==> src/rtl/l2_arbiter_pkg.sv <==
// Shared types for the L1->L2 arbiter: memory operation encoding, arbiter FSM
// states, port count and a saturating counter helper.
package l2_arbiter_pkg;

  typedef enum logic [1:0] {
    MEM_NOP   = 2'd0,
    MEM_LOAD  = 2'd1,
    MEM_STORE = 2'd2
  } memory_operation_e;

  typedef enum logic [1:0] {
    ARB_IDLE = 2'd0,
    ARB_GNT0 = 2'd1,
    ARB_GNT1 = 2'd2
  } arb_state_e;

  localparam int ARB_NUM_PORTS = 2;

  function automatic logic [31:0] sat_inc32(input logic [31:0] v);
    return (v == 32'hFFFF_FFFF) ? v : v + 32'd1;
  endfunction

endpackage

==> src/rtl/l2_arb_rr_picker.sv <==
// Two-way round-robin pick: a lone requester wins; on a tie the port that was
// not granted last wins. Purely combinational, one-hot (or zero) output.
module l2_arb_rr_picker
  import l2_arbiter_pkg::*;
(
  input  logic [ARB_NUM_PORTS-1:0] req_i,
  input  logic                     last_gnt_i,
  output logic [ARB_NUM_PORTS-1:0] pick_o
);

  always_comb begin
    pick_o = req_i;
    if (req_i == 2'b11) pick_o = last_gnt_i ? 2'b01 : 2'b10;
  end

endmodule

==> src/rtl/l2_arbiter.sv <==
// Round-robin arbiter between icache (port 0) and dcache (port 1) for the single
// L2 port; grant held across bursts, forced hand-off every BURST_WORDS responses.
// Optional perf counters are built when L2_ARB_PERF_EN is defined.
module l2_arbiter
  import l2_arbiter_pkg::*;
#(
  parameter int XLEN        = 32,
  parameter int BURST_WORDS = 8
) (
  input  logic              clk,
  input  logic              reset,
  input  logic [XLEN-1:0]   p0_req_address,
  input  memory_operation_e p0_req_type,
  input  logic              p0_req_valid,
  input  logic [XLEN-1:0]   p0_word_to_store,
  output logic [XLEN-1:0]   p0_fetched_word,
  output logic              p0_fetched_word_valid,
  input  logic [XLEN-1:0]   p1_req_address,
  input  memory_operation_e p1_req_type,
  input  logic              p1_req_valid,
  input  logic [XLEN-1:0]   p1_word_to_store,
  output logic [XLEN-1:0]   p1_fetched_word,
  output logic              p1_fetched_word_valid,
  output logic [XLEN-1:0]   l2_req_address,
  output memory_operation_e l2_req_type,
  output logic              l2_req_valid,
  output logic [XLEN-1:0]   l2_word_to_store,
  input  logic [XLEN-1:0]   l2_fetched_word,
  input  logic              l2_fetched_word_valid
`ifdef L2_ARB_PERF_EN
  ,
  output logic [31:0]       perf_gnt0_cnt,
  output logic [31:0]       perf_gnt1_cnt,
  output logic [31:0]       perf_stall_cnt
`endif
);

  localparam int BW = $clog2(BURST_WORDS + 1);
  localparam logic [BW-1:0] BEAT_LAST = BW'(BURST_WORDS - 1);

  arb_state_e               state_q, state_d;
  logic [BW-1:0]            beat_q, beat_d;
  logic                     last_gnt_q, last_gnt_d;
  logic [ARB_NUM_PORTS-1:0] pick;
  logic                     own_valid, other_valid;

  l2_arb_rr_picker u_picker (
    .req_i      ({p1_req_valid, p0_req_valid}),
    .last_gnt_i (last_gnt_q),
    .pick_o     (pick)
  );

  assign own_valid   = (state_q == ARB_GNT1) ? p1_req_valid : p0_req_valid;
  assign other_valid = (state_q == ARB_GNT1) ? p0_req_valid : p1_req_valid;

  always_ff @(posedge clk or negedge reset) begin
    if (!reset) begin
      state_q    <= ARB_IDLE;
      beat_q     <= '0;
      last_gnt_q <= 1'b1;
    end else begin
      state_q    <= state_d;
      beat_q     <= beat_d;
      last_gnt_q <= last_gnt_d;
    end
  end

  always_comb begin
    state_d    = state_q;
    beat_d     = beat_q;
    last_gnt_d = last_gnt_q;
    case (state_q)
      ARB_IDLE: begin
        beat_d = '0;
        if (pick[0]) begin
          state_d    = ARB_GNT0;
          last_gnt_d = 1'b0;
        end else if (pick[1]) begin
          state_d    = ARB_GNT1;
          last_gnt_d = 1'b1;
        end
      end
      ARB_GNT0, ARB_GNT1: begin
        if (!own_valid) begin
          state_d = ARB_IDLE;
          beat_d  = '0;
        end else if (l2_fetched_word_valid) begin
          // Hand-off only on a response edge so no outstanding request is lost.
          if (beat_q == BEAT_LAST) begin
            beat_d = '0;
            if (other_valid) begin
              state_d    = (state_q == ARB_GNT0) ? ARB_GNT1 : ARB_GNT0;
              last_gnt_d = (state_q == ARB_GNT0);
            end
          end else begin
            beat_d = beat_q + 1'b1;
          end
        end
      end
      default: begin
        state_d = ARB_IDLE;
        beat_d  = '0;
      end
    endcase
  end

  always_comb begin
    l2_req_valid     = 1'b0;
    l2_req_address   = '0;
    l2_req_type      = MEM_NOP;
    l2_word_to_store = '0;
    case (state_q)
      ARB_GNT0: begin
        l2_req_valid     = p0_req_valid;
        l2_req_address   = p0_req_address;
        l2_req_type      = p0_req_type;
        l2_word_to_store = p0_word_to_store;
      end
      ARB_GNT1: begin
        l2_req_valid     = p1_req_valid;
        l2_req_address   = p1_req_address;
        l2_req_type      = p1_req_type;
        l2_word_to_store = p1_word_to_store;
      end
      default: ;
    endcase
  end

  assign p0_fetched_word       = l2_fetched_word;
  assign p1_fetched_word       = l2_fetched_word;
  assign p0_fetched_word_valid = l2_fetched_word_valid & (state_q == ARB_GNT0);
  assign p1_fetched_word_valid = l2_fetched_word_valid & (state_q == ARB_GNT1);

`ifdef L2_ARB_PERF_EN
  logic [31:0] perf_gnt0_q, perf_gnt1_q, perf_stall_q;
  logic        gnt0_entry, gnt1_entry, stall;

  assign gnt0_entry = (state_d == ARB_GNT0) && (state_q != ARB_GNT0);
  assign gnt1_entry = (state_d == ARB_GNT1) && (state_q != ARB_GNT1);
  assign stall      = (p0_req_valid && state_q != ARB_GNT0) ||
                      (p1_req_valid && state_q != ARB_GNT1);

  always_ff @(posedge clk or negedge reset) begin
    if (!reset) begin
      perf_gnt0_q  <= '0;
      perf_gnt1_q  <= '0;
      perf_stall_q <= '0;
    end else begin
      if (gnt0_entry) perf_gnt0_q  <= sat_inc32(perf_gnt0_q);
      if (gnt1_entry) perf_gnt1_q  <= sat_inc32(perf_gnt1_q);
      if (stall)      perf_stall_q <= sat_inc32(perf_stall_q);
    end
  end

  assign perf_gnt0_cnt  = perf_gnt0_q;
  assign perf_gnt1_cnt  = perf_gnt1_q;
  assign perf_stall_cnt = perf_stall_q;
`endif

endmodule
==> config.mk <==
export PLATFORM = sky130hd
export DESIGN_NAME = l2_arbiter
export DESIGN_NICKNAME = d
export VERILOG_FILES = /design/src/rtl/l2_arbiter_pkg.sv /design/src/rtl/l2_arb_rr_picker.sv /design/src/rtl/l2_arbiter.sv
export SDC_FILE = /design/constraint.sdc
export NUM_CORES = 1
export LEC_CHECK = 0
export ABC_CLOCK_PERIOD_IN_PS = 2800
export CAP_MARGIN = 20
export CORE_AREA = 2 2 118 120
export DETAILED_ROUTE_END_ITERATION = 7
export DIE_AREA = 0 0 120 122
export PLACE_DENSITY = 0.58
export SLEW_MARGIN = 10
export SYNTH_ARGS = -nofsm -noshare
export SYNTH_HDL_FRONTEND = slang
export SYNTH_SLANG_ARGS = --single-unit
==> constraint.sdc <==
create_clock -name clk -period 2.8 [get_ports clk]
set_input_delay 0.42 -clock clk [delete_from_list [all_inputs] [get_ports clk]]
set_output_delay 0.42 -clock clk [all_outputs]
set_load 0.01 [all_outputs]
==> impl_metrics.json <==
{
  "fin_ws_ps": 139,
  "crit_required_ps": 2380,
  "clkSinkCount": 7,
  "grt_pass1_vias": 2098,
  "finalWirelength_um": 8860,
  "ios": 302,
  "ctsResizeCount": 0,
  "ys.flop_type": "dfrtp_1",
  "dp_cells": 524,
  "yosys_warnings": 0,
  "ant_nets": 0,
  "startpoint_type": "flip-flop",
  "cts_root_buf": "clkbuf_16",
  "fin_crit_ps": 2660,
  "yosys.area_share.xor_xnor": 0.00498,
  "nets": 524,
  "area_delta_synth_final_pct": 105,
  "post_cts_buffers": 0,
  "ys_seq_area_frac": 0.100,
  "dieArea_mm2": 0.0146,
  "drv_cap": 0,
  "synth.avg_cell_area_um2": 8.22,
  "fin_crit_sh": 0.950,
  "p_leak_uw": 0.00135,
  "synth_top_family_by_area": "compound AO/OA/AOI/OAI gates",
  "htree_levels": 1,
  "worst_pin_slew_ps": 336,
  "netlist-cell-type-count": 34,
  "end_kind": "output port",
  "die_y_um": 122,
  "layout.cells.non_filler": 528,
  "drv_slew": 0,
  "grt_max_degree": 50,
  "peakVddDrop_mv": 0.247,
  "synthAdderAreaFrac": 0.0427,
  "ys_seq_elements": 7,
  "wl_per_cell_um": 16.8,
  "clock.fmax_ghz": 0.376,
  "setup-violations-final": 0,
  "fin_skew_ps": 1.13,
  "hold_viol": 0,
  "routabilityCongestion": 0.729,
  "grt_antenna_before_repair": 0,
  "drive_above_1_share": 0.0489,
  "critical_path_class": "reg -> out",
  "post-place-ws_ps": 395,
  "viasPerCell": 4.00,
  "drt_iter0_markers": 56,
  "cp_max_fo": 49,
  "die_x_um": 120,
  "dp_hpwl_um": 7680,
  "hold_class": "in -> async",
  "p_per_area_mw_per_mm2": 695,
  "numCtsBuffers": 3,
  "synthesis.area_mm2": 0.00176,
  "grt_pass1_wl_um": 12100,
  "overflow": 0,
  "firstDrtPassIters": 4,
  "rsz0062_at_grt": "false",
  "status": "finished, final reports clean",
  "coreArea_mm2": 0.0135,
  "synthArstFlopShare": 1.00,
  "worstPathArrival_ps": 2240,
  "max-slew-margin-rel": 0.776,
  "synth-compound-area-share": 0.402,
  "num_antenna_cells": 0,
  "port_buffers": 205,
  "initial_core_util": 0.130,
  "tritoncts": "yes",
  "synth_edf_count": 0,
  "path_clk_slew_ps": 40,
  "groute.usage.overall": 0.107,
  "postSynthCellCount": 214,
  "yosys.area_share.simple": 0.0832,
  "worstSkewPairLatency_ps": 230,
  "hold_buffers": 0,
  "cts.path.max_buffers": 2,
  "fin_setup_tns_ps": 0,
  "fillerInstances": 1436,
  "drc_errors": 0,
  "num_vias": 2112,
  "syn_nets": 389,
  "rows": 43,
  "muxShareOfSynthArea": 0.0242
}
## through the flow
stage	power [uW]	instance area [um2]	hold slack [ps]	utilization
2_1_floorplan	1310	1760	124	-
3_3_place_gp	2260	3530	535	0.262
3_5_place_dp	2290	3530	546	0.262
4_1_cts	2540	3610	467	0.267
5_1_grt	2690	3610	484	0.267
6_report	2510	3610	459	0.267
## report_power, final
group          internal (uW)  switching [uW]  total (uW)
Sequential               136            29.1         165
Combinational           1230             874        2100
Clock                    189            52.8         242
Total                   1550             956        2510
## cells by family after synthesis
logic type	after synthesis
buffers and inverters	87
AND/OR/NAND/NOR	24
multiplexers	4
AO/OA/AOI/OAI	85
flip-flops	7
adder cells (fa/ha/maj)	6
XOR/XNOR	1
## area by class of cell
| cell class | instances | area (um2) | area share |
|---|---|---|---|
| timing repair buffer | 212 | 2130 | 0.590 |
| multi-input combinational | 120 | 982 | 0.272 |
| tap | 180 | 225 | 0.0624 |
| sequential | 7 | 176 | 0.0489 |
| clock buffer | 4 | 78.8 | 0.0218 |
| inverter | 5 | 18.8 | 0.00520 |
## synth_stat cells, types with 2 or more instances
master,n,area (um2)
mux2_1,2,22.5
o21ai_0,2,10.0
dfrtp_1,6,150
nand2b_1,2,12.5
buf_4,65,488
nor2_1,3,11.3
nand2_1,4,15.0
inv_1,5,18.8
a22o_1,66,578
buf_2,14,70.1
and2_1,4,25.0
ha_1,6,75.1
mux2i_1,2,20.0
buf_6,2,22.5
a21oi_1,9,45.0
nor2b_1,4,25.0
## cell usage in the layout (no fill, tap or decap), drive strengths merged, types with 5 or more instances in the layout
cell type      instances
a21oi                  9
a22o                  66
and2                   5
buf                    7
clkdlybuf4s50        205
dfrtp                  6
ha                     6
inv                    5
nor2b                  5
## worst paths after layout
path	startpoint	end	slack [ps]	cells after the start
min in group clk	beat_q[3]	beat_q[3]	560	2
max in group asynchronous	reset	last_gnt_q	2050	1
hold reg to reg	beat_q[3]	beat_q[3]	560	2
setup / recovery	state_q[1]	l2_req_type[0]	140	6
setup reg to reg	state_q[1]	state_q[1]	970	7
hold / removal	reset	beat_q[0]	460	1
## state kept, by name, summed over array words and instances, names as in the netlist
signal / cells
beat_q: 4
last_gnt_q: 1
state_q: 2
## worst max-delay path, stage by stage (launching register included)
cell             delay [ps]
dfrtp_1                 410
inv_1                    90
ha_1                    310
and2_2                  180
buf_12                  230
a22o_1                  210
clkdlybuf4s50_1         550
## metal layers
layer  share of wire  global-route usage  vias to the layer above
li1                -                   -                      996
met1            0.40               0.128                      957
met2            0.49               0.184                      131
met3           0.076              0.0262                       28
met4           0.033              0.0434                        0
met5               0                   0                        -
(Power assumes the default switching activity.)
